### src/rtl/sad_min_reducer_pkg.sv
// Shared state encoding, SAD reset constant and lane-slicing helper for sad_min_reducer.
package sad_pkg;

    typedef enum logic [1:0] {
        IDLE    = 2'd0,
        COLLECT = 2'd1,
        SCAN    = 2'd2,
        DONE    = 2'd3
    } state_e;

    // Widest supported SAD; instances slice off the low SAD_W bits.
    localparam logic [63:0] SAD_INIT = '1;

    function automatic int laneLsb(input int lane, input int width);
        return lane * width;
    endfunction

endpackage

### src/rtl/sad_min_reducer_cmp.sv
// Combinational scan step: applies the per-channel row offset and keeps the strictly smaller SAD.
// Optional winning-index path is enabled by SADMIN_INDEX_EN.
module sad_min_cmp #(
    parameter int SAD_W      = 32,
    parameter int COORD_W    = 8,
    parameter int ROW_STRIDE = 8,
    parameter int IDX_W      = 3
) (
    input  logic [SAD_W-1:0]   candSad_i,
    input  logic [COORD_W-1:0] candRow_i,
    input  logic [COORD_W-1:0] candCol_i,
    input  logic [IDX_W-1:0]   chIdx_i,
    input  logic [SAD_W-1:0]   runSad_i,
    input  logic [COORD_W-1:0] runRow_i,
    input  logic [COORD_W-1:0] runCol_i,
    input  logic               first_i,
`ifdef SADMIN_INDEX_EN
    input  logic [IDX_W-1:0]   runIdx_i,
    output logic [IDX_W-1:0]   nextIdx_o,
`endif
    output logic [SAD_W-1:0]   nextSad_o,
    output logic [COORD_W-1:0] nextRow_o,
    output logic [COORD_W-1:0] nextCol_o
);

    logic [COORD_W-1:0] globalRow;
    logic               take;

    // Truncating before the multiply gives the same result modulo 2^COORD_W.
    assign globalRow = candRow_i + COORD_W'(chIdx_i) * COORD_W'(ROW_STRIDE);
    assign take      = first_i || (candSad_i < runSad_i);

    always_comb begin
        nextSad_o = runSad_i;
        nextRow_o = runRow_i;
        nextCol_o = runCol_i;
`ifdef SADMIN_INDEX_EN
        nextIdx_o = runIdx_i;
`endif
        if (take) begin
            nextSad_o = candSad_i;
            nextRow_o = globalRow;
            nextCol_o = candCol_i;
`ifdef SADMIN_INDEX_EN
            nextIdx_o = chIdx_i;
`endif
        end
    end

endmodule

### src/rtl/sad_min_reducer.sv
// Sequential minimum-SAD reducer: collect one result per channel, scan one channel per cycle, pulse Done.
// Defining SADMIN_INDEX_EN adds the MinCh winning-channel output.
module sad_min_reducer
    import sad_pkg::*;
#(
    parameter int NUM_CH     = 8,
    parameter int SAD_W      = 32,
    parameter int COORD_W    = 8,
    parameter int ROW_STRIDE = 8
) (
    input  logic                        Clk,
    input  logic                        Rst,
    input  logic                        Start,
    input  logic [NUM_CH-1:0]           InValid,
    input  logic [NUM_CH*SAD_W-1:0]     InSAD,
    input  logic [NUM_CH*COORD_W-1:0]   InRow,
    input  logic [NUM_CH*COORD_W-1:0]   InCol,
    output logic [NUM_CH-1:0]           Captured,
    output logic                        Busy,
    output logic                        Done,
    output logic [SAD_W-1:0]            MinSAD,
    output logic [COORD_W-1:0]          MinRow,
    output logic [COORD_W-1:0]          MinCol
`ifdef SADMIN_INDEX_EN
    ,
    output logic [$clog2(NUM_CH)-1:0]   MinCh
`endif
);

    localparam int IDX_W = $clog2(NUM_CH);
    localparam logic [IDX_W-1:0] LAST_IDX = IDX_W'(NUM_CH - 1);

    state_e             state_q, state_d;
    logic [NUM_CH-1:0]  captured_q, captured_d;
    logic [NUM_CH-1:0]  newCapture;
    logic [IDX_W-1:0]   scanIdx_q, scanIdx_d;
    logic               scanLast;

    logic [SAD_W-1:0]   laneSad [NUM_CH];
    logic [COORD_W-1:0] laneRow [NUM_CH];
    logic [COORD_W-1:0] laneCol [NUM_CH];

    logic [SAD_W-1:0]   holdSad_q [NUM_CH];
    logic [COORD_W-1:0] holdRow_q [NUM_CH];
    logic [COORD_W-1:0] holdCol_q [NUM_CH];

    logic [SAD_W-1:0]   runSad_q, nextSad;
    logic [COORD_W-1:0] runRow_q, nextRow;
    logic [COORD_W-1:0] runCol_q, nextCol;

    logic [SAD_W-1:0]   minSad_q;
    logic [COORD_W-1:0] minRow_q;
    logic [COORD_W-1:0] minCol_q;

`ifdef SADMIN_INDEX_EN
    logic [IDX_W-1:0]   runIdx_q, nextIdx, minIdx_q;
`endif

    for (genvar g = 0; g < NUM_CH; g++) begin : gLane
        assign laneSad[g] = InSAD[laneLsb(g, SAD_W) +: SAD_W];
        assign laneRow[g] = InRow[laneLsb(g, COORD_W) +: COORD_W];
        assign laneCol[g] = InCol[laneLsb(g, COORD_W) +: COORD_W];
    end

    // Only the first strobe per channel within COLLECT is taken.
    assign newCapture = (state_q == COLLECT) ? (InValid & ~captured_q) : '0;
    assign scanLast   = (state_q == SCAN) && (scanIdx_q == LAST_IDX);

    always_comb begin
        state_d    = state_q;
        captured_d = captured_q;
        scanIdx_d  = scanIdx_q;
        case (state_q)
            IDLE: begin
                if (Start) begin
                    state_d    = COLLECT;
                    captured_d = '0;
                end
            end
            COLLECT: begin
                captured_d = captured_q | newCapture;
                if (&captured_d) begin
                    state_d   = SCAN;
                    scanIdx_d = '0;
                end
            end
            SCAN: begin
                if (scanIdx_q == LAST_IDX) begin
                    state_d = DONE;
                end else begin
                    scanIdx_d = scanIdx_q + 1'b1;
                end
            end
            DONE: state_d = IDLE;
            default: state_d = IDLE;
        endcase
    end

    sad_min_cmp #(
        .SAD_W      (SAD_W),
        .COORD_W    (COORD_W),
        .ROW_STRIDE (ROW_STRIDE),
        .IDX_W      (IDX_W)
    ) u_cmp (
        .candSad_i (holdSad_q[scanIdx_q]),
        .candRow_i (holdRow_q[scanIdx_q]),
        .candCol_i (holdCol_q[scanIdx_q]),
        .chIdx_i   (scanIdx_q),
        .runSad_i  (runSad_q),
        .runRow_i  (runRow_q),
        .runCol_i  (runCol_q),
        .first_i   (scanIdx_q == '0),
`ifdef SADMIN_INDEX_EN
        .runIdx_i  (runIdx_q),
        .nextIdx_o (nextIdx),
`endif
        .nextSad_o (nextSad),
        .nextRow_o (nextRow),
        .nextCol_o (nextCol)
    );

    // Holding registers and running minimum carry no reset; they are rewritten every round.
    always_ff @(posedge Clk) begin
        for (int i = 0; i < NUM_CH; i++) begin
            if (newCapture[i]) begin
                holdSad_q[i] <= laneSad[i];
                holdRow_q[i] <= laneRow[i];
                holdCol_q[i] <= laneCol[i];
            end
        end
        if (state_q == SCAN) begin
            runSad_q <= nextSad;
            runRow_q <= nextRow;
            runCol_q <= nextCol;
`ifdef SADMIN_INDEX_EN
            runIdx_q <= nextIdx;
`endif
        end
    end

    always_ff @(posedge Clk) begin
        if (!Rst) begin
            state_q    <= IDLE;
            captured_q <= '0;
            scanIdx_q  <= '0;
            minSad_q   <= SAD_INIT[SAD_W-1:0];
            minRow_q   <= '0;
            minCol_q   <= '0;
`ifdef SADMIN_INDEX_EN
            minIdx_q   <= '0;
`endif
        end else begin
            state_q    <= state_d;
            captured_q <= captured_d;
            scanIdx_q  <= scanIdx_d;
            if (scanLast) begin
                minSad_q <= nextSad;
                minRow_q <= nextRow;
                minCol_q <= nextCol;
`ifdef SADMIN_INDEX_EN
                minIdx_q <= nextIdx;
`endif
            end
        end
    end

    assign Captured = captured_q;
    assign Busy     = (state_q != IDLE);
    assign Done     = (state_q == DONE);
    assign MinSAD   = minSad_q;
    assign MinRow   = minRow_q;
    assign MinCol   = minCol_q;
`ifdef SADMIN_INDEX_EN
    assign MinCh    = minIdx_q;
`endif

endmodule

### config.mk
export PLATFORM = sky130hd
export DESIGN_NAME = sad_min_reducer
export DESIGN_NICKNAME = d
export VERILOG_FILES = /design/src/rtl/sad_min_reducer_pkg.sv /design/src/rtl/sad_min_reducer_cmp.sv /design/src/rtl/sad_min_reducer.sv
export SDC_FILE = /design/constraint.sdc
export NUM_CORES = 1
export LEC_CHECK = 0
export ABC_AREA = 1
export CORE_ASPECT_RATIO = 0.7
export CORE_MARGIN = 3
export CORE_UTILIZATION = 47
export DETAILED_ROUTE_END_ITERATION = 10
export PLACE_DENSITY = 0.8
export SLEW_MARGIN = 20
export SYNTH_ARGS = -nofsm -noshare
export SYNTH_HDL_FRONTEND = slang
export SYNTH_SLANG_ARGS = --single-unit
### constraint.sdc
create_clock -name Clk -period 8.6 [get_ports Clk]
set_clock_uncertainty 0.15 [all_clocks]
set_input_delay 0.86 -clock Clk [delete_from_list [all_inputs] [get_ports Clk]]
set_output_delay 0.86 -clock Clk [all_outputs]
set_load 0.01 [all_outputs]
==> flow_results.org <==
** CTS
- After clock tree synthesis, the repair step resized 0 gates.
- The longest clock path from root to sink contains 3 buffers.
- Master cell of the clock root buffer :: clkbuf_16
- After clock tree synthesis, the clock-pin slew on the worst setup and hold paths is around 0.06 ns.
- The clock tree synthesis step divided the H-tree into 2 levels.
- Post-CTS Hold Fix Bufs :: 0
- Total number of clock tree sinks :: 496
- Skew-Pair Late Insertion Delay :: 0.56 ns
- TritonCTS clock tree :: built
- After clock tree synthesis, the setup repair step added 0 buffers.
- Total CTS buffers :: 48

** Power
- Pwr Total :: 8.72 mW
- Lkg Pwr :: around 9.9 nW
- VDD sags by at most approximately 0.00026 V.
- For this design the ratio of total power to cell area is between 300 and 400 nW/um^2.

** Final layout
- Once layout is done, the placed cells without fillers occupy between 20000 and 30000 sq um.
- Relative to the synthesized area, the layout overhead comes to 32.1%.
- Fraction of layout instances using a drive strength above 1 :: 4.58%
- Register Area :: roughly 14000 sq um
- Number of nets in the finished design :: approximately 2600
- Fill cell count :: ~3300
- The multi-input combinational cells in the finished layout cover a total of ~5400 sq um.
- Share of the core filled with cells in the final layout :: between 60% and 70%

** Logic synthesis
- Yosys printed 0 warnings.
- Dividing the synthesized area by the synthesized cell count gives about 11 sq um.
- Counting flops and latches in the post-synthesis netlist gives just under 500.
- Mapped cell area :: ~21000 sq um
- Counting distinct cell types in the post-synthesis netlist gives 34.
- Post-synthesis instance total :: around 1800
- When the netlist entered floorplanning its net count stood at ~2200.
- Of the synthesized area, sequential elements account for a little over two thirds.

** Global routing
- Across every metal layer, demand over resource in global routing totals about 28%.
- The number of antenna violations at the first check in global routing was 27.
- Gr ovfl total :: 0
- Pin count of the biggest net entering global routing :: 193
- The first global-routing pass estimated approximately 96000 um of wire.
- Vias in the first global route :: approximately 16000

** Detailed routing
- Average detailed-routed wire length per instance :: between 20 and 25 um
- Total vias in the final route :: 15900
- The first routing iteration left between 2000 and 2500 violations.
- # DRC :: 0
- The count of nets left with antenna violations once routing finished came out at 0.
- Total iterations of the first detailed-routing run :: 5
- After detailed routing, the total wire length is ~66000 um.
- Mean number of vias per cell :: 5.56

** Critical path
- Category of the worst setup path capture point :: register
- Of all nets on the critical path, the largest fanout is 68.
- Critical Setup Path Class :: reg -> reg
- The worst setup path is launched from a register.
- STA puts the critical path data arrival time at roughly 6.2 ns.
- Req. time, crit path :: roughly 9 ns

** Timing
- Timing would allow up to 167 MHz.
- Final period utilization :: 69.6%
- Number of failing hold endpoints at the final stage :: 0
- Slew Limit Headroom :: a little under a third
- Number of setup violations in the final report :: 0
- For the pin with the worst max-slew slack, the measured transition is 1.02 ns.
- Setup repair after global routing left no endpoint under its margin.
- The max-slew violation count was 0.
- Shortest period the worst path allows :: roughly 6.0 ns
- Final total negative setup slack :: 0 ns

** Placement
- Buffers placed on the I/O ports in this run total ~450.
- Once placement finished, the instance area stood at ~26000 sq um.
- Routability-driven placement finished with a final weighted congestion of 0.921.
- Detailed placement finished with a half-perimeter wire length of between 40000 and 50000 um.

** Outcome
- The run finished with clean final reports.

** Floorplan
- Initial standard-cell utilization of the core :: about 48%
- Measured along the y axis, the die boundary spans 181 um.
- 453 I/O pins were placed.
- Width of the chip :: 256 um
- The die covers 46200 sq um.
- After floorplanning, the core was divided into 63 placement rows.
- The floorplan step defined a core boundary enclosing roughly 43000 sq um.

** Run
- The tool flagged a number of max-cap violations equal to 0.

** Min path
- Hold Path Class :: reg -> reg
==> routing by layer <==
| layer | track usage [%] | part of all wire (%) | up-vias |
|---|---|---|---|
| li1 | - | - | 7181 |
| met1 | 37.9 | 39 | 7560 |
| met2 | 42.3 | 46 | 980 |
| met3 | 8.90 | 12 | 128 |
| met4 | 9.25 | 2.7 | 14 |
| met5 | 0 | 0.16 | - |
==> final timing paths <==
| kind | from | to | slack (ns) | depth (start not counted) |
|---|---|---|---|---|
| worst max-delay path | register | runSad_q[27] | 2.61 | 15 |
| worst min-delay path | MinSAD[25] | MinSAD[25] | 0.32 | 2 |
| worst max register to register | register | runSad_q[27] | 2.61 | 15 |
| worst min register to register | MinSAD[25] | MinSAD[25] | 0.32 | 2 |
==> worst max-delay path, stage by stage (launching register included) <==
cell,delay (ns)
dfxtp_2,0.54
buf_4,0.71
o21ai_0,0.25
o22ai_1,0.21
inv_1,0.15
o21ai_0,0.40
ha_1,0.32
nand2_1,0.08
nor2_1,0.05
a211oi_1,0.30
o221ai_1,0.24
a21oi_1,0.21
nand2_2,0.61
nand2_2,1.03
nand2_1,0.21
and2_1,0.21
==> synthesized netlist by cell type <==
cell	instances	area share, %
a2111oi_0	1	0.043
a211oi_1	7	0.26
a21oi_1	75	1.8
a221oi_1	2	0.085
a22oi_1	1	0.037
a31oi_1	3	0.091
a32o_1	12	0.59
and2_1	32	0.98
buf_1	18	0.33
buf_2	9	0.22
buf_4	3	0.11
buf_6	4	0.22
clkbuf_1	70	1.3
clkinv_1	1	0.018
dfxtp_1	64	6.2
edfxtp_1	432	63
fa_1	1	0.098
ha_1	41	2.5
inv_1	137	2.5
inv_2	3	0.055
nand2_1	250	4.6
nand2_2	2	0.061
nand3_1	104	2.5
nand3b_1	1	0.037
nand4_1	3	0.091
nor2_1	218	4.0
nor3_1	3	0.073
nor4b_1	1	0.043
o21ai_0	205	5.0
o21ai_1	9	0.22
o221ai_1	2	0.085
o22ai_1	80	2.4
xnor2_1	2	0.085
xor2_1	1	0.043
==> layout make-up <==
class | instances | area share [%]
Sequential cell | 496 | 52.6
Multi-Input combinational cell | 1056 | 19.8
Timing Repair Buffer | 469 | 17.2
Clock buffer | 63 | 4.79
Tap cell | 585 | 2.70
Inverter | 141 | 1.98
Clock inverter | 23 | 0.771
Antenna cell | 19 | 0.175
==> kinds of logic (layout without fill, tap and decap cells) <==
logic type                 after synthesis  after routing  share of synthesized area [%]
xor gates and xnor gates                 3              3                          0.128
AOI/OAI and AO/OA                      397            397                           10.7
other                                    0             19                              0
buffers and inverters                  245            696                           4.74
and+or+nand+nor                        614            614                           12.4
adders and majority gates               42             42                           2.60
DFF                                    496            496                           69.5
==> per-stage QoR <==
step,setup slack (ns),instances,hold slack (ns)
after floorplan,4.46,1797,0.334
after global placement,2.89,2747,0.298
after detailed placement,2.74,2747,0.308
after CTS,2.71,2833,0.324
after global routing,2.29,2851,0.354
final,2.61,2852,0.320
==> registers in the layout, indices dropped and copies added (netlist names), 32 cells and up, named ones only <==
register   flops
holdCol_q     64
runSad_q      32
holdRow_q     64
MinSAD        32
holdSad_q    256
==> cells in the final DEF, fill, tap and decap left out, drive strengths merged, types with 3 or more instances in the layout <==
cell           instances
nand3                104
buf                   17
clkinv                21
edfxtp               432
diode                 19
a31oi                  3
nand4                  3
a211oi                 7
nor2                 218
inv                  140
clkbuf                63
bufinv                 3
dfxtp                 64
clkdlybuf4s50        452
o22ai                 80
and2                  32
nor3                   3
nand2                252
o21ai                214
a32o                  12
a21oi                 75
ha                    41
==> report_power, final <==
group	total [mW]	switching, mW	leakage (nW)	internal, mW
combinational	3.36	2.32	4.70	1.04
clock	2.05	0.894	0.741	1.16
sequential	3.32	0.131	4.47	3.19
total	8.72	3.34	9.91	5.38
No activity file was read; power rests on OpenSTA's default activity.
==> RTL edit (same flow settings) <==
Make the reset (`Rst`) asynchronous in one clocked block.
--- a/src/rtl/sad_min_reducer.sv
+++ b/src/rtl/sad_min_reducer.sv
@@ -138,7 +138,7 @@
         end
     end
 
-    always_ff @(posedge Clk) begin
+    always_ff @(posedge Clk or negedge Rst) begin
         if (!Rst) begin
             state_q    <= IDLE;
             captured_q <= '0;
Formal check against the unedited RTL: differs if Rst is asserted again (counterexample within 4 cycles, from zero or initial values and one cycle with Rst low); with Rst held inactive, the same outputs for 10 cycles.
==> RTL edit against the unedited design <==
- area after synthesis grew 1.1%
- combinational power grew 23%
- power grew 13%
- cell count shrank 0.77%
- wire length grew 0.37%
- synthesized cell count shrank 1.6%
- sequential share of layout area grew 0.48 points
- cell area grew 1.1%
- sequential cell count shrank 3
- fmax grew 3.7%
- via count shrank 0.64%
- setup slack gained 0.21 ns
- largest cell class unchanged
==> RTL edit: results (changes against the unedited design) <==
* Dominant synthesized flop cell: sky130_fd_sc_hd__edfxtp_1 (unchanged)
* Fraction of layout cells with a size suffix above 1 at 6.527% (was 4.582%)
* Pre-CTS setup slack at 3.039 ns (was 2.737 ns)
* Proportion of synthesized flip-flops having asynchronous set or reset at 12.37% (was 0%)
* Slew HR at 31.69% (was 31.97%)
* TritonCTS clock tree: yes (unchanged)
* Setup Buffers After CTS at 0 (unchanged)
* Top reg by flops: holdSad_q (unchanged)
* First-pass GRT wire length at 97.79 mm (was 96.48 mm)
* PostCTS Resize Cnt at 0 (unchanged)
* CTS clock-pin slew for the worst setup and hold paths at 0.06 ns (about the same)
* Cell with the biggest individual delay on the critical path: sky130_fd_sc_hd__dfrtp_4 (was sky130_fd_sc_hd__nand2_2)
* CP max FO at 86 (was 68)
* Insertion delay to the later sink of the worst-skew pair at 0.57 ns
* Mean post-synth cell area at 11.72 um^2 (was 11.42 um^2)
* Kind of path behind the tightest hold check: reg2reg (unchanged)
* Gr usage total at 27.92% (was 27.73%)
* Number of port buffers at 452 (unchanged)
* Max stage delay on crit path at 0.77 ns (was 1.03 ns)
* Worst supply voltage drop on vdd at 0.2721 mV (was 0.2564 mV)
* Routed wire per std cell at 23.54 um (was 23.27 um)
* Count of warnings emitted by yosys at 0 (unchanged)
* Net Count, Synth at 2206 (was 2234)
* Post-Place Cells at 2732 (was 2747)
* Final cell count without fillers at 2830 (was 2852)
* Number of vias in the routed layout at 15762 (was 15863)
* Run status: completed (unchanged)
* Antenna violations before repair at 14 (was 27)
* Number of synthesized flops with an enable pin at 432 (unchanged)
* Weighted congestion reported at the end of routability-driven placement at 0.8820 (was 0.9208)
* # fillers at 3154 (was 3281)
* Most area-consuming cells after synthesis: sky130_fd_sc_hd__edfxtp_1, sky130_fd_sc_hd__o21ai_0, sky130_fd_sc_hd__nand2_1 (was sky130_fd_sc_hd__edfxtp_1, sky130_fd_sc_hd__dfxtp_1, sky130_fd_sc_hd__o21ai_0)
* Largest net degree at the start of global routing at 87 (was 193)
* Level count of the clock H-tree at 2 (unchanged)
* Static Leak at 0.01025 uW (was 0.009911 uW)
* Ranking of synthesized cells by instance count: sky130_fd_sc_hd__edfxtp_1, sky130_fd_sc_hd__nand2_1, sky130_fd_sc_hd__nor2_1 (unchanged)
* Largest registers: holdSad_q: 256 flops, holdCol_q: 64 flops, holdRow_q: 64 flops (unchanged)
* Post-synthesis cell type count at 36 (was 34)
* Iteration-0 DRC Markers at 1963 (was 2154)
* Initial DRT Pass Iterations at 5 (unchanged)
* Deepest clock path buffer count at 3 (unchanged)
* Largest delay share family, worst path: simple AND/OR/NAND/NOR gates (unchanged)
* TritonCTS buffer count at 48 (unchanged)
* Net count reported at finish at 2634 (was 2649)
* Sequential cell area fraction in the yosys report at 70.10% (was 69.48%)
* Placement Cell Area at 0.02581 mm^2 (was 0.02555 mm^2)
* HPWL reported at the end of detailed placement at 45.55 mm (was 46.53 mm)
* Arrival time reported for the critical path endpoint at 5.93 ns (was 6.15 ns)
* Root Driver: sky130_fd_sc_hd__clkbuf_16 (unchanged)
## RTL edit: logic make-up (layout without fill, tap and decap cells)
family	count (synthesis)	in the layout	synth area share, %
xor gates and xnor gates	3	3	0.1267
other	0	8	0
DFF	493	493	70.10
buffers and inverters	250	718	4.886
AOI/OAI and AO/OA	349	349	9.386
and+or+nand+nor	632	632	12.93
adders and majority gates	42	42	2.570
## RTL edit: worst register-to-register path, cell delays in order (launching register included)
cell	delay, ns
sky130_fd_sc_hd__dfrtp_4	0.77
sky130_fd_sc_hd__inv_6	0.71
sky130_fd_sc_hd__buf_4	0.79
sky130_fd_sc_hd__o21ai_0	0.20
sky130_fd_sc_hd__o22ai_1	0.17
sky130_fd_sc_hd__nand2_1	0.08
sky130_fd_sc_hd__o21ai_1	0.19
sky130_fd_sc_hd__ha_1	0.30
sky130_fd_sc_hd__nand2_1	0.07
sky130_fd_sc_hd__inv_1	0.06
sky130_fd_sc_hd__nand2_1	0.06
sky130_fd_sc_hd__a31oi_1	0.07
sky130_fd_sc_hd__a2111oi_0	0.34
sky130_fd_sc_hd__nand2_1	0.19
sky130_fd_sc_hd__nand2_1	0.11
sky130_fd_sc_hd__nand2_2	0.06
sky130_fd_sc_hd__nand2_2	0.72
sky130_fd_sc_hd__nand2_1	0.25
sky130_fd_sc_hd__and2_1	0.21
## RTL edit: through the flow
stage	hold slack (ns)	utilization, %
2_1_floorplan	0.3236	-
3_3_place_gp	0.3045	60.07
3_5_place_dp	0.3081	60.07
4_1_cts	0.3187	63.72
5_1_grt	0.3403	63.77
6_report	0.3201	63.77
## RTL edit: area by class of cell
class	instances	area (um^2)	share of cell area, %
Clock buffer	60	1287	4.700
Inverter	152	575.6	2.101
Tap cell	585	732.0	2.672
Sequential cell	493	14540	53.09
Timing Repair Buffer	476	4700	17.16
Antenna cell	8	20.02	0.07308
Multi-Input combinational cell	1026	5256	19.19
Clock inverter	30	279.0	1.019
## RTL edit: worst paths after layout
kind | from | cells after the start | to | slack (ns)
max | scanIdx_q[0] | 18 | runRow_q[4] | 2.83
min | MinSAD[10] | 2 | MinSAD[10] | 0.32
max reg2reg | scanIdx_q[0] | 18 | runRow_q[4] | 2.83
min reg2reg | MinSAD[10] | 2 | MinSAD[10] | 0.32
max in group asynchronous | Rst | 2 | scanIdx_q[0] | 7.33
min in group asynchronous | Rst | 2 | MinRow[4] | 0.33
## RTL edit: report_power, final
part           switching (uW)  internal [uW]
registers                 235           3350
logic                    2730           1410
clock network             905           1210
total                    3870           5980
## RTL edit: per-layer routing
| layer | up-vias | track usage (%) | share of wire [%] |
|---|---|---|---|
| met2 | 992 | 42.87 | 46 |
| met5 | - | 0 | 0.14 |
| met3 | 114 | 6.566 | 11 |
| met4 | 12 | 9.515 | 2.8 |
| met1 | 7579 | 39.39 | 40 |
| li1 | 7065 | - | - |
